<file path="src/rtl/fnn_wmem_pkg.sv">
// Shared types and default sizing for the loadable FNN weight store.
package fnn_wmem_pkg;

  typedef enum logic [1:0] {
    EMPTY     = 2'd0,
    LOADING   = 2'd1,
    LOADED    = 2'd2,
    STREAMING = 2'd3
  } wmem_state_e;

  localparam int NUM_WEIGHT_DEFAULT = 10;
  localparam int NUM_NEURON_DEFAULT = 4;
  localparam int DATA_WIDTH_DEFAULT = 16;

  // Counter width that stays at least one bit for a single-entry range.
  function automatic int ctr_width(input int n);
    return (n > 1) ? $clog2(n) : 1;
  endfunction

endpackage

</file>
<file path="src/rtl/weight_bank_seq_w_mem_bank.sv">
// One neuron's weight RAM: simple dual-port, synchronous write, registered read with enable.
module w_mem_bank #(
  parameter int depth        = 10,
  parameter int dataWidth    = 16,
  parameter int addressWidth = 4
) (
  input  logic                    clk,
  input  logic                    rst,
  input  logic                    we,
  input  logic [addressWidth-1:0] waddr,
  input  logic [dataWidth-1:0]    wdata,
  input  logic                    ren,
  input  logic [addressWidth-1:0] raddr,
  output logic [dataWidth-1:0]    rdata
);

  logic [dataWidth-1:0] mem_q [depth];
  logic [dataWidth-1:0] rdata_q;

  // Array contents are intentionally never reset; only the read register is.
  always_ff @(posedge clk) begin
    if (we) begin
      mem_q[waddr] <= wdata;
    end
  end

  // The read register holds its value while ren is low, which gives the output stall hold.
  always_ff @(posedge clk) begin
    if (rst) begin
      rdata_q <= '0;
    end else if (ren) begin
      rdata_q <= mem_q[raddr];
    end
  end

  assign rdata = rdata_q;

endmodule

</file>
<file path="src/rtl/weight_bank_seq.sv">
// Run-time loadable multi-neuron weight store with a backpressured read sequencer.
module weight_bank_seq
  import fnn_wmem_pkg::*;
#(
  parameter int numWeight    = NUM_WEIGHT_DEFAULT,
  parameter int numNeuron    = NUM_NEURON_DEFAULT,
  parameter int dataWidth    = DATA_WIDTH_DEFAULT,
  parameter int addressWidth = $clog2(numWeight),
  parameter int nrnWidth     = ctr_width(numNeuron)
) (
  input  logic                              clk,
  input  logic                              rst,
  input  logic                              load_start,
  input  logic                              load_valid,
  input  logic [dataWidth-1:0]              load_data,
  output logic                              load_ready,
  input  logic                              rd_start,
  output logic [numNeuron*dataWidth-1:0]    wout,
  output logic                              wout_valid,
  output logic [addressWidth-1:0]           wout_idx,
  output logic                              wout_last,
  input  logic                              wout_ready,
  output logic                              loaded,
  output logic                              cmd_err
);

  localparam logic [addressWidth-1:0] LAST_IDX = addressWidth'(numWeight - 1);
  localparam logic [nrnWidth-1:0]     LAST_NRN = nrnWidth'(numNeuron - 1);

  wmem_state_e             state_q;
  logic [addressWidth-1:0] wr_idx_q;
  logic [nrnWidth-1:0]     wr_nrn_q;
  logic [addressWidth-1:0] rd_idx_q;
  logic                    fetch_done_q;
  logic                    load_ready_q;
  logic                    wout_valid_q;
  logic [addressWidth-1:0] wout_idx_q;
  logic                    wout_last_q;
  logic                    loaded_q;
  logic                    cmd_err_q;

  logic wr_en_d;
  logic rd_en_d;
  logic beat_done_d;

  // A word arriving together with load_start is dropped along with the partial load.
  assign wr_en_d     = (state_q == LOADING) && load_valid && !load_start;
  assign rd_en_d     = (state_q == STREAMING) && !fetch_done_q && (!wout_valid_q || wout_ready);
  assign beat_done_d = wout_valid_q && wout_ready;

  always_ff @(posedge clk) begin
    if (rst) begin
      state_q      <= EMPTY;
      wr_idx_q     <= '0;
      wr_nrn_q     <= '0;
      rd_idx_q     <= '0;
      fetch_done_q <= 1'b0;
      load_ready_q <= 1'b0;
      wout_valid_q <= 1'b0;
      wout_idx_q   <= '0;
      wout_last_q  <= 1'b0;
      loaded_q     <= 1'b0;
      cmd_err_q    <= 1'b0;
    end else begin
      cmd_err_q <= 1'b0;

      if (rd_en_d) begin
        wout_valid_q <= 1'b1;
        wout_idx_q   <= rd_idx_q;
        wout_last_q  <= (rd_idx_q == LAST_IDX);
        if (rd_idx_q == LAST_IDX) begin
          fetch_done_q <= 1'b1;
        end else begin
          rd_idx_q <= rd_idx_q + 1'b1;
        end
      end else if (beat_done_d) begin
        wout_valid_q <= 1'b0;
        wout_last_q  <= 1'b0;
      end

      case (state_q)
        EMPTY, LOADED: begin
          if (load_start) begin
            state_q      <= LOADING;
            wr_idx_q     <= '0;
            wr_nrn_q     <= '0;
            loaded_q     <= 1'b0;
            load_ready_q <= 1'b1;
            cmd_err_q    <= rd_start;
          end else if (rd_start) begin
            if (state_q == LOADED) begin
              state_q      <= STREAMING;
              rd_idx_q     <= '0;
              fetch_done_q <= 1'b0;
            end else begin
              cmd_err_q <= 1'b1;
            end
          end
        end

        LOADING: begin
          if (load_start) begin
            wr_idx_q  <= '0;
            wr_nrn_q  <= '0;
            cmd_err_q <= rd_start;
          end else begin
            cmd_err_q <= rd_start;
            if (wr_en_d) begin
              if (wr_idx_q == LAST_IDX) begin
                wr_idx_q <= '0;
                if (wr_nrn_q == LAST_NRN) begin
                  state_q      <= LOADED;
                  loaded_q     <= 1'b1;
                  load_ready_q <= 1'b0;
                end else begin
                  wr_nrn_q <= wr_nrn_q + 1'b1;
                end
              end else begin
                wr_idx_q <= wr_idx_q + 1'b1;
              end
            end
          end
        end

        STREAMING: begin
          cmd_err_q <= load_start || rd_start;
          if (beat_done_d && wout_last_q) begin
            state_q <= LOADED;
          end
        end

        default: state_q <= EMPTY;
      endcase
    end
  end

  for (genvar gi = 0; gi < numNeuron; gi++) begin : g_bank
    w_mem_bank #(
      .depth       (numWeight),
      .dataWidth   (dataWidth),
      .addressWidth(addressWidth)
    ) u_bank (
      .clk  (clk),
      .rst  (rst),
      .we   (wr_en_d && (wr_nrn_q == nrnWidth'(gi))),
      .waddr(wr_idx_q),
      .wdata(load_data),
      .ren  (rd_en_d),
      .raddr(rd_idx_q),
      .rdata(wout[gi*dataWidth +: dataWidth])
    );
  end

  assign load_ready = load_ready_q;
  assign wout_valid = wout_valid_q;
  assign wout_idx   = wout_idx_q;
  assign wout_last  = wout_last_q;
  assign loaded     = loaded_q;
  assign cmd_err    = cmd_err_q;

endmodule

</file>
<file path="config.mk">
export PLATFORM = sky130hd
export DESIGN_NAME = weight_bank_seq
export DESIGN_NICKNAME = d
export VERILOG_FILES = /design/src/rtl/fnn_wmem_pkg.sv /design/src/rtl/weight_bank_seq_w_mem_bank.sv /design/src/rtl/weight_bank_seq.sv
export SDC_FILE = /design/constraint.sdc
export NUM_CORES = 1
export LEC_CHECK = 0
export CELL_PAD_IN_SITES_DETAIL_PLACEMENT = 0
export CELL_PAD_IN_SITES_GLOBAL_PLACEMENT = 2
export CORE_AREA = 5 5 262 264
export CTS_CLUSTER_DIAMETER = 120
export CTS_CLUSTER_SIZE = 14
export DETAILED_ROUTE_END_ITERATION = 12
export DIE_AREA = 0 0 267 269
export GPL_ROUTABILITY_DRIVEN = 0
export PLACE_DENSITY_LB_ADDON = 0.3
export REMOVE_ABC_BUFFERS = 1
export SLEW_MARGIN = 20
export SYNTH_ARGS = -nofsm -noshare
export SYNTH_HDL_FRONTEND = slang
export SYNTH_SLANG_ARGS = --single-unit
</file>
<file path="constraint.sdc">
create_clock -name clk -period 2.3 [get_ports clk]
set_clock_uncertainty 0.05 [all_clocks]
set_input_delay 0.46 -clock clk [delete_from_list [all_inputs] [get_ports clk]]
set_output_delay 0.46 -clock clk [all_outputs]
set_load 0.005 [all_outputs]
</file>
==> summary.md <==
| Metric | Value |
|---|---|
| Largest net degree at the start of global routing | 69 |
| Clock sinks | about 730 |
| Die outline width | 267 µm |
| Worst hold path stage count | 2 |
| Antenna fix cells | 0 |
| CORE AREA | around 66,000 µm² |
| Post-synth EDFFs | 640 |
| Cts hold-fix bufs | 0 |
| Worst Setup Start Kind | register |
| DRT iter0 DRCs | between 1,000 and 1,500 |
| PostCTS Resize Cnt | 0 |
| Final worst path period share | between 90% and 100% |
| RR Endpoint | g_bank[1].u_bank.rdata[7] |
| Most common cell after layout, fill and taps aside | edfxtp_1 |
| Total track usage | between 10% and 20% |
| Ys Warns | 0 |
| Initial DRT Pass Iterations | 5 |
| Post-CTS Setup Bufs | 0 |
| Worst Path Max Fanout | 2 |
| Synth cell types | 43 |
| Global-route wire length before repair | around 96 mm |
| Async SR Flop Fraction | 0% |
| FILL cells | 5,437 |
| Run status | completed |
| Vias in the first global route | 14,475 |
| Clk Latency, worst-skew pair | approximately 0.6 ns |
| Site Rows | 95 |
| Leak pwr | approximately 10 nW |
| Register area share after synthesis | approximately three quarters |
| Final core utilization | approximately half |
| Commonest cells after routing, fill and taps aside | edfxtp_1 (640), mux4_2 (128), clkdlybuf4s50_1 (93) |
| Initial Utilization | a little over two fifths |
| Worst Setup End Kind | output pin |
| Seq. cell area | between 20,000 and 25,000 µm² |
| Overflow after GRT | 0 |
| RR Startpoint | rd_idx_q[0] |
| CP Data Required Time | between 1.5 and 2 ns |
| Delay-heaviest family, CP | buffers and inverters |
| Post-Synthesis Cells | about 1,400 |
| CTS tree | built |
| HP Class | primary input to register |
| Layout cells sized above 1 | 22.7% |
| Final HPWL from detailed placement | roughly 37 mm |
| Clk slew on worst S/H paths | around 0.070 ns |
| Worst r2r path cells | 4 |
| Crit path time final | ~2.1 ns |
| Slowest CP cell | clkdlybuf4s50_1 |
| Synth Flop Type | edfxtp_1 |
| Clock Tree Buf Depth | 3 |
| Area grow syn2layout | 16.9% |
| Max IR drop VDD | approximately 0.61 mV |
| CTS Buf Count | between 50 and 60 |
| Achievable Freq | between 400 and 500 MHz |
| Max Cap Violations | 0 |
| Power Dens Cells | ~730 nW/µm² |
| Drt drc | 0 |
| CTS H-Tree Depth | 2 |
| Worst Tran Pin Value | 0.576 ns |
| Critical Path Max Stage Delay | between 0.5 and 0.6 ns |
| FF+latch count, synth | just over 700 |
| Vert. Die Dim | roughly 270 µm |
| FF-to-FF setup slack | around 0.22 ns |
| CP arrival | 1.59 ns |
| Root Driver | clkbuf_16 |
| Pwr Total | about 24 mW |
| Final nets | 1,623 |
| RSZ-0062 raised after global routing | false |
| Routed vias | approximately 14,000 |
| Top Ports | 95 |
| Area of the multi-input gates | 6550 µm² |
| Wire length per cell | 25.1 µm |
| Hold Vio Cnt, Final | 0 |
| Final Setup Violations | 0 |
| Hold path startpoint | rst |
| Worst-path cell chain | clkdlybuf4s50_1 |
| Max-Slew Margin vs Limit | about 62% |
| Routed Antenna Nets | 0 |
| CP Buf/Inv Count | 1 |
| Vias per cell | roughly 5.5 |
| Worst Hold End | load_ready |
| Layout Cells excl Fill | 2,517 |
| PortBufs | 94 |
| Post-Syn Area | roughly 28,000 µm² |
| Crit Path Class | register to output pin |
| Dpl cells | roughly 2,400 |
| Die ar. | between 70,000 and 80,000 µm² |
| Avg Inst Size Synth | about 20 µm² |
| Max Slew Vio Count | 0 |
| Initial antenna violation count | 1 |
| WL final | around 63 mm |
[metrics by stage]
stage          hold WS, ns  TNS (ns)  setup slack [ns]  cell area [µm²]
3_3_place_gp         0.398   -123.28            -0.246            31100
6_report             0.281         0             0.199            32700
5_1_grt              0.278         0            0.0828            32700
3_5_place_dp         0.401   -134.13            -0.261            31100
4_1_cts              0.240         0             0.150            32700
2_1_floorplan        0.378   -633.04             -6.51            27500
[worst max-delay path by stage]
stage	from	to	slack (ns)	cells after the start
floorplan	rd_idx_q[0]	g_bank[2].u_bank.rdata[8]	-6.51	3
global placement	load_valid	g_bank[1].u_bank.mem_q[9][10]	-0.25	6
detailed placement	load_valid	g_bank[2].u_bank.mem_q[8][9]	-0.26	6
CTS	g_bank[1].u_bank.rdata[12]	wout[28]	0.15	1
global route	rd_idx_q[0]	g_bank[1].u_bank.rdata[7]	0.08	4
finish	g_bank[1].u_bank.rdata[12]	wout[28]	0.20	1
[metal layers]
layer | wire length (µm) | vias to the layer above | track usage, %
li1 | - | 6181 | -
met2 | 31200 | 316 | 29.4
met3 | 2920 | 63 | 2.77
met4 | 852 | 0 | 3.00
met1 | 28300 | 7270 | 25.5
met5 | 0 | - | 0
[kinds of logic after synthesis]
logic type	after synthesis	synth area share [%]
simple gates	235	4.89
fa+ha+maj	6	0.268
xor+xnor	2	0.0626
compound gates	161	5.51
buf+inv	103	1.93
mux	192	12.6
flops	726	74.8
[area by class of cell]
type	instances	share of cell area, %
Multi-Input combinational cell	596	20.0
Timing Repair Buffer	206	7.45
Tap cell	873	3.34
Clock buffer	107	5.09
Sequential cell	726	64.0
Inverter	8	0.0994
Clock inverter	1	0.0268
[synth_stat cells (all sizes together), types with 2 or more instances]
master | instances | area [µm²]
nand3 | 6 | 30.0
buf | 43 | 314
xnor2 | 2 | 17.5
dfxtp | 86 | 1720
nand2b | 66 | 413
a31o | 2 | 17.5
a311oi | 2 | 17.5
and3b | 2 | 18.8
edfxtp | 640 | 19200
mux4 | 128 | 2880
mux2i | 64 | 641
clkbuf | 52 | 195
nor2 | 50 | 188
o21ai | 7 | 35.0
o211ai | 64 | 781
nor2b | 4 | 25.0
o2111ai | 64 | 561
nor3 | 3 | 15.0
inv | 8 | 30.0
a21o | 2 | 15.0
ha | 6 | 75.1
nand3b | 65 | 488
nand2 | 31 | 119
or3 | 2 | 12.5
a21oi | 14 | 70.1
[flip-flops by register name (all words and copies together), names as in the netlist]
signal and count:
load_ready 1, loaded 1, g_bank.u_bank.rdata 64, cmd_err 1, wr_nrn_q 2, rd_idx_q 4
wout_last 1, g_bank.u_bank.mem_q 640, wout_valid 1, state_q 2, wr_idx_q 4, wout_idx 4
fetch_done_q 1
[power breakdown]
part | leakage (nW) | switching [mW] | internal, mW | total, mW
logic | 3.23 | 0.300 | 0.115 | 0.414
registers | 6.45 | 0.00877 | 14.3 | 14.3
clock network | 0.794 | 4.36 | 4.85 | 9.20
total | 10.5 | 4.67 | 19.3 | 23.9
Note: power is estimated with default switching activity, not from simulation.
